<file path="src/rtl/seg7_scan_ctrl.sv">
//------------------------------------------------------------------------------
// seg7_scan_ctrl
//   Time-multiplexed scan controller for a multi-digit 7-segment display.
//   Double-buffered BCD frame with per-digit mode, dead-time between slots,
//   leading-zero suppression, and a valid/ready frame load handshake.
//   Rev 1.0 - initial release
//------------------------------------------------------------------------------
`default_nettype none

module seg7_scan_ctrl #(
  parameter int NUM_DIGITS   = 4,
  parameter int SCAN_DIV     = 1000,
  parameter int BLANK_CYCLES = 2
) (
  input  logic                          clk,
  input  logic                          rst,
  input  logic                          load_valid,
  output logic                          load_ready,
  input  logic [4*NUM_DIGITS-1:0]       load_data,
  input  logic [NUM_DIGITS-1:0]         load_mode,
  input  logic                          lz_en,
  output logic [3:0]                    bcd,
  output logic                          mode,
  output logic [NUM_DIGITS-1:0]         digit_en,
  output logic [$clog2(NUM_DIGITS)-1:0] cur_digit,
  output logic                          frame_done
);

  localparam int IDX_W = $clog2(NUM_DIGITS);
  localparam int CNT_W = $clog2(SCAN_DIV);

  typedef enum logic [0:0] {
    ST_BLANK = 1'b0,
    ST_SHOW  = 1'b1
  } state_t;

  state_t                  state;
  logic [CNT_W-1:0]        cnt;       // cycle position within the current slot
  logic [IDX_W-1:0]        idx;
  logic [4*NUM_DIGITS-1:0] act_data;
  logic [NUM_DIGITS-1:0]   act_mode;
  logic [4*NUM_DIGITS-1:0] shadow_data;
  logic [NUM_DIGITS-1:0]   shadow_mode;
  logic                    pending;

  logic                    blank_end;
  logic                    slot_end;
  logic                    frame_end;
  logic                    commit;
  logic                    nxt_show;
  logic [IDX_W-1:0]        nxt_idx;
  logic [4*NUM_DIGITS-1:0] nxt_data;
  logic [NUM_DIGITS-1:0]   nxt_mode;
  logic [NUM_DIGITS-1:0]   nxt_onehot;
  logic [NUM_DIGITS-1:0]   sup;
  logic                    zero_run;

  // Slot/frame boundary decode and the view of the next cycle's digit and frame
  always_comb begin
    blank_end  = (state == ST_BLANK) && (cnt == CNT_W'(BLANK_CYCLES - 1));
    slot_end   = (state == ST_SHOW)  && (cnt == CNT_W'(SCAN_DIV - 1));
    frame_end  = slot_end && (idx == IDX_W'(NUM_DIGITS - 1));
    commit     = frame_end && pending;
    nxt_idx    = idx;
    if (slot_end) begin
      nxt_idx = (idx == IDX_W'(NUM_DIGITS - 1)) ? '0 : idx + 1'b1;
    end
    nxt_data   = commit ? shadow_data : act_data;
    nxt_mode   = commit ? shadow_mode : act_mode;
    nxt_show   = blank_end || ((state == ST_SHOW) && !slot_end);
    nxt_onehot = {{(NUM_DIGITS-1){1'b0}}, 1'b1} << nxt_idx;
  end

  // Leading-zero suppression: walk down from the MSD while digits are shown zeros
  always_comb begin
    zero_run = 1'b1;
    sup      = '0;
    for (int j = NUM_DIGITS - 1; j >= 0; j--) begin
      zero_run = zero_run && nxt_mode[j] && (nxt_data[4*j +: 4] == 4'd0);
      if (j > 0) begin
        sup[j] = zero_run && lz_en;
      end
    end
  end

  // Scan FSM, frame buffers, handshake and registered display outputs
  always_ff @(posedge clk) begin
    if (rst) begin
      state       <= ST_BLANK;
      cnt         <= '0;
      idx         <= '0;
      act_data    <= '0;
      act_mode    <= '0;
      shadow_data <= '0;
      shadow_mode <= '0;
      pending     <= 1'b0;
      load_ready  <= 1'b1;
      digit_en    <= '0;
      bcd         <= 4'd0;
      mode        <= 1'b0;
      cur_digit   <= '0;
      frame_done  <= 1'b0;
    end else begin
      case (state)
        ST_BLANK: begin
          cnt <= cnt + 1'b1;
          if (blank_end) begin
            state <= ST_SHOW;
          end
        end
        ST_SHOW: begin
          if (slot_end) begin
            cnt   <= '0;
            state <= ST_BLANK;
          end else begin
            cnt <= cnt + 1'b1;
          end
        end
        default: begin
          cnt   <= '0;
          state <= ST_BLANK;
        end
      endcase

      idx      <= nxt_idx;
      act_data <= nxt_data;
      act_mode <= nxt_mode;

      // Commit and transfer are exclusive: a transfer needs pending=0
      if (commit) begin
        pending    <= 1'b0;
        load_ready <= 1'b1;
      end else if (load_valid && load_ready) begin
        shadow_data <= load_data;
        shadow_mode <= load_mode;
        pending     <= 1'b1;
        load_ready  <= 1'b0;
      end

      digit_en   <= (nxt_show && !sup[nxt_idx]) ? nxt_onehot : '0;
      bcd        <= nxt_data[4*int'(nxt_idx) +: 4];
      mode       <= nxt_mode[nxt_idx];
      cur_digit  <= nxt_idx;
      frame_done <= frame_end;
    end
  end

endmodule

`default_nettype wire

</file>
<file path="config.mk">
export PLATFORM = sky130hd
export DESIGN_NAME = seg7_scan_ctrl
export DESIGN_NICKNAME = d
export VERILOG_FILES = /design/src/rtl/seg7_scan_ctrl.sv
export SDC_FILE = /design/constraint.sdc
export NUM_CORES = 1
export LEC_CHECK = 0
export ABC_AREA = 1
export BUFFER_PORTS_ARGS = -buffer_cell sky130_fd_sc_hd__buf_4
export CORE_MARGIN = 5
export CORE_UTILIZATION = 51
export CTS_CLUSTER_SIZE = 14
export DETAILED_ROUTE_END_ITERATION = 7
export GPL_TIMING_DRIVEN = 0
export PLACE_DENSITY = 0.75
export SYNTH_ARGS = -nofsm -noshare
export SYNTH_HDL_FRONTEND = slang
export SYNTH_SLANG_ARGS = --single-unit
</file>
<file path="constraint.sdc">
create_clock -name clk -period 2 [get_ports clk]
set_clock_uncertainty 0.2 [all_clocks]
set_input_delay 0.4 -clock clk [delete_from_list [all_inputs] [get_ports clk]]
set_output_delay 0.4 -clock clk [all_outputs]
set_load 0.1 [all_outputs]
</file>
# Word level (Yosys, flattened, before mapping)
# Cells that the tools add are included.
[op_classes] div_mod_pow=0 magnitude_cmp=1 eq_ne=3 n_reduce_logical=24 n_mul=0 n_mux=13 shifts=2 n_bitwise=3 addsub=2
[op_table] op="$pmux 10 s2" n=1
[op_table] op="$mux 16" n=1
[op_table] op="$shiftx 16x5->4" n=1
[op_table] op="$logic_and 1x1->1" n=15
[op_table] op="$logic_not 4->1" n=3
[op_table] op="$add 10x1->10 const B" n=1
[op_table] op="$eq 10x1->1 const B" n=1
[op_table] op="$eq 10x10->1 const B" n=1
[op_table] op="$mux 10" n=1
[op_table] op="$bmux 1 s2" n=2
[op_table] op="$mux 1" n=4
[op_table] op="$mux 2" n=2
[op_table] op="$mux 4" n=1
[op_table] op="$reduce_or 2->1" n=2
[op_table] op="$shl 1x2->4 const A" n=1
[op_table] op="$lt 2x3->1 const B" n=1
[op_table] op="$not 1->1" n=3
[op_table] op="$add 2x1->2 const B" n=1
[op_table] op="$eq 2x2->1 const B" n=1
[op_table] op="$logic_not 1->1" n=2
[op_table] op="$pmux 1 s2" n=1
[op_table] op="$reduce_and 2->1" n=1
[op_table] op="$logic_or 1x1->1" n=1
[word_totals] output_inout_bits=13 ramBits=0 romBits=0 ff_bits=65 latch_bits=0 memories=0

# Longest topological paths before layout
[logic_depth] ltp_word=18 depth_mapped=15 depth_no_buf=14

# Worst setup path before layout
# OpenSTA, ideal clock, no wires.
[synth_path] kind="flip-flop to flip-flop" start="register idx[0]" end="register digit_en[1]" setup_ps=113 required_ps=1687 stages_incl_launch_ff=12 path_buffers=1 setup_slack_ps=-540 t_arrival_ps=2227 cell_sequence="dfxtp_1 -> ha_1 -> nand4_2 -> buf_4 -> nand2_2 -> nand2_1 -> nor2_1 -> nand2_1 -> nor2_1 -> nand3_2 -> nand3_1 -> nor2_1"
[synth_between] elab_chain_cells=17
[synth_lines] element="start: declaration" line="39" source="logic [IDX_W-1:0] idx;"
[synth_lines] element="start signal: assignment" line="125" source="idx <= nxt_idx;"
[synth_lines] element="$eq 2x2->1" line="62, 66"
[synth_lines] element="$logic_and 1x1->1" line="62" source="frame_end = slot_end && (idx == IDX_W'(NUM_DIGITS - 1));"
[synth_lines] element="$logic_and 1x1->1" line="63" source="commit = frame_end && pending;"
[synth_lines] element="$mux 16" line="68" source="nxt_data = commit ? shadow_data : act_data;"
[synth_lines] element="$logic_not 4->1" line="79" source="zero_run = zero_run && nxt_mode[j] && (nxt_data[4*j +: 4] == 4'd0);"
[synth_lines] element="$logic_and 1x1->1 (5 in a row)" line="79"
[synth_lines] element="$logic_and 1x1->1" line="81" source="sup[j] = zero_run && lz_en;"
[synth_lines] element="$bmux 1 s2" line="140" source="digit_en <= (nxt_show && !sup[nxt_idx]) ? nxt_onehot : '0;"
[synth_lines] element="$mux 1 (implied by the code)" line="140"
[synth_lines] element="$logic_not 1->1" line="140"
[synth_lines] element="$logic_and 1x1->1" line="140"
[synth_lines] element="$not 1->1 (no line)"
[synth_lines] element="$reduce_or 2->1 (no line)"
[synth_lines] element="end signal: assignment" line="140"
[synth_lines] element="end: declaration" line="24" source="output logic [NUM_DIGITS-1:0] digit_en,"
# Several ways; a longest one is shown, not always the timed one. The select of a mux whose other input is x is not followed.
# A chain may end at the register's enable or synchronous reset.

# Final worst setup path
[layout_path] start="register cnt[1]" end="register digit_en[1]"
[layout_between] elab_chain_cells=18
[layout_lines] element="start: declaration" line="38" source="logic [CNT_W-1:0] cnt;"
[layout_lines] element="start signal: assignment" line="106" source="cnt <= cnt + 1'b1;"
[layout_lines] element="start signal: assignment" line="116" source="cnt <= cnt + 1'b1;"
[layout_lines] element="$eq 10x10->1" line="61" source="slot_end = (state == ST_SHOW) && (cnt == CNT_W'(SCAN_DIV - 1));"
[layout_lines] element="$logic_and 1x1->1" line="61"
[layout_lines] element="$logic_and 1x1->1" line="62"
[layout_lines] element="$logic_and 1x1->1" line="63"
[layout_lines] element="$mux 16" line="68"
[layout_lines] element="$logic_not 4->1" line="79"
[layout_lines] element="$logic_and 1x1->1 (5 in a row)" line="79"
[layout_lines] element="$logic_and 1x1->1" line="81"
[layout_lines] element="$bmux 1 s2" line="140"
[layout_lines] element="$mux 1 (implied by the code)" line="140"
[layout_lines] element="$logic_not 1->1" line="140"
[layout_lines] element="$logic_and 1x1->1" line="140"
[layout_lines] element="$not 1->1 (no line)"
[layout_lines] element="$reduce_or 2->1 (no line)"
# Several ways; a longest one is shown, not always the timed one. The select of a mux whose other input is x is not followed.

==> results.cfg <==
[synthesis]
synth_edf_count = 0
ys_types = 33
synth_ff_type = dfxtp_1
synth.avg_cell_area_um2 = 7.55
syn-instance-count = 360
synthesis.area_um2 = 2720
yosys_warnings = 0
synth_nets = 387
ys_ff_latch = 65
ys_seq_area_share_pct = 47.9
async_flop_share_pct = 0

[clock_network]
cts_hold_buf = 0
cts-htree-levels = 3
cts_buffers = 9
cts_buffer_depth = 2
root_buffer = clkbuf_8
cts_num_sinks = 65
tritoncts = yes
clkSlewWorstSetupHoldPaths_ps = 70
clock_latency_ps = 340

[critical_path]
crit_family = simple AND/OR/NAND/NOR gates
end_kind = register
critPathKind = reg2reg
crit_buf_inv = 3
crit_required_ps = 2080
path_common_cell = nand3_2
critPathMaxStageDelay_ps = 360
critPathMaxFanout = 8
cp.arrival_ps = 2140
worstSetupStartpointType = register
crit_chain = ha_4 > nand2_4 > inv_2 > nand3_2 > nor2_4 > buf_6 > buf_4 > nand4_1 > nand2_1 > nor2_1 > nand3_1 > nand2_1 > nand3_2 > nand3_2 > nor2_1
crit_slowest_cell = dfxtp_4

[route]
wirelength_um = 6560
wire_per_inst_um = 12.9
dr.pass1.iters = 4
viasPerCell = 5.10
ant_nets = 0
drc = 0
vias = 2584
drt_iter0_drc = 146

[status]
violations = negative setup slack
status = complete, but fails checks

[power_and_ir_drop]
power.switching_w = 0.000640
peakVddDrop_v = 0.000525
switching_share_pct = 25.6
pwr-share-comb_pct = 8.5
p_total_w = 0.00250
powerDensity_nw_per_um2 = 695
p_leak_nw = 1.57
p_int_w = 0.00186
power.share.clock_pct = 37.0
p_seq_share_pct = 54.5

[sta]
fmax_ghz = 0.485
setup_slack_ps = -61.5
fin_setup_tns_ps = -394
layout_min_cycle_time_ps = 2060
slew_headroom_pct = 61.2
hold_violations = 0
worst_slew_pin_slew_ps = 581
rsz0062_at_grt = true
setup_violations = 9
period_share_pct = 103
slew_violations = 0
finalHoldWorstSlack_ps = 104

[global_routing]
grt_usage_pct = 19.2
grtUsageMet3_pct = 4.06
grt_pass1_vias = 2364
grt_start_max_net_pins = 11
grt_util_met2_pct = 31.6
grt.met1_usage_pct = 23.6
overflow = 0
grt_pass1_wl_um = 10700
busiest_layer = met2
antenna_found_initial = 0

[die]
die_w_um = 83.0
core_area_um2 = 5140
die_h_um = 83.0
dieArea_um2 = 6890
placementRows = 26
initial_core_util_pct = 52.9
ioPinCount = 37

[place]
hpwlAfterDp_um = 4480
dp_slack_ps = -277
portBuffers = 36
gp_congestion = 0.836

[min_path]
hold_class = in2reg

[finish]
layout_common_cells = buf_4, nor2_1, nand2_1, dfxtp_1, inv_1
register_area_um2 = 1330
drive_above_1_share_pct = 32.5
fin_util_pct = 70.0
n_fill_cell = 437
layout_commonest_cell = buf_4
areaGrowthSynthToFinish_pct = 32.4
nNetsFinal = 459
multi_input_area_um2 = 1310
num_antenna_cells = 0

[job]
cap_violations = 0
==> Yosys cell counts (2+ instances only) <==
cell       n  area, um^2
dfxtp_1   65        1300
inv_1     29         109
a21oi_1   26         130
o21ai_1    5        25.0
nand3_1   12        60.1
a21oi_2    2        17.5
nand3_2    2        20.0
clkbuf_1   8        30.0
o211ai_1   4        30.0
o21ai_0   25         125
buf_6      2        22.5
inv_2      6        22.5
nand2_1   60         225
nand4_1   11        68.8
o21a_1     3        22.5
nor2_2     2        12.5
nor4_1     5        31.3
ha_1       3        37.5
nand2_2    5        31.3
nor2_4     2        22.5
nor3_1     4        20.0
o22ai_1    2        12.5
buf_4      2        15.0
buf_2      3        15.0
nor2_1    64         240
==> final cells by class <==
| class | instances | share of cell area, % |
|---|---|---|
| Buffer | 15 | 2.82 |
| Clock buffer | 12 | 3.76 |
| Clock inverter | 4 | 0.556 |
| Inverter | 37 | 4.14 |
| Multi-Input combinational cell | 243 | 36.5 |
| Sequential cell | 65 | 36.9 |
| Tap cell | 70 | 2.43 |
| Timing Repair Buffer | 61 | 12.9 |
==> per-stage QoR <==
| stage | std cells | area (um^2) |
|---|---|---|
| floorplan | 360 | 2740 |
| global placement | 466 | 3100 |
| detailed placement | 466 | 3100 |
| CTS | 505 | 3540 |
| global route | 507 | 3600 |
| finish | 507 | 3600 |
==> per-layer routing <==
layer	share of wire, %	up-vias
li1	-	1320
met1	44	1195
met2	49	56
met3	4.6	13
met4	2.2	0
met5	0	-
==> power groups by stage <==
stage	clock network (W)	logic, W	registers [W]
finish	0.000925	0.000213	0.00136
global route	0.00100	0.000234	0.00137
CTS	0.000928	0.000207	0.00136
detailed placement	0	0.000194	0.00139
global placement	0	0.000190	0.00139
floorplan	0	0.0000995	0.00141
==> kinds of logic after synthesis <==
logic type      count (synthesis)  synth area share [%]
buf+inv                        52                  8.19
flops                          65                  47.9
compound gates                 68                  13.9
fa+ha+maj                       3                  1.38
xor+xnor                        1                 0.322
simple gates                  171                  28.3
==> state kept, by name, indices dropped and copies added, names as in the netlist <==
register     flops
idx              2
shadow_data     16
shadow_mode      4
act_mode         4
mode             1
digit_en         4
state            1
cnt             10
act_data        16
bcd              4
pending          1
load_ready       1
frame_done       1
==> what timing repair did <==
item | 4_1_cts | 5_1_grt
pin swaps | 25 | 6
endpoints found under the setup margin | 29 | 24
gates resized for setup | 37 | 16
cloned | 1 | 0
setup buffers | 22 | 2
==> worst paths after layout <==
kind                                startpoint              to  slack [ps]  cells past startpoint
worst max-delay path                    cnt[1]     digit_en[1]         -60                     15
worst min-delay path              load_data[8]  shadow_data[8]         100                      3
worst max register to register          cnt[1]     digit_en[1]         -60                     15
worst min register to register  shadow_mode[3]  shadow_mode[3]         260                      2
==> worst register-to-register path, stage by stage (launching register included) <==
cell,delay (ps)
dfxtp_4,360
ha_4,140
nand2_4,60
inv_2,60
nand3_2,70
nor2_4,130
buf_6,150
buf_4,110
nand4_1,90
nand2_1,130
nor2_1,60
nand3_1,80
nand2_1,60
nand3_2,100
nand3_2,90
nor2_1,90
(Power assumes the default switching activity.)
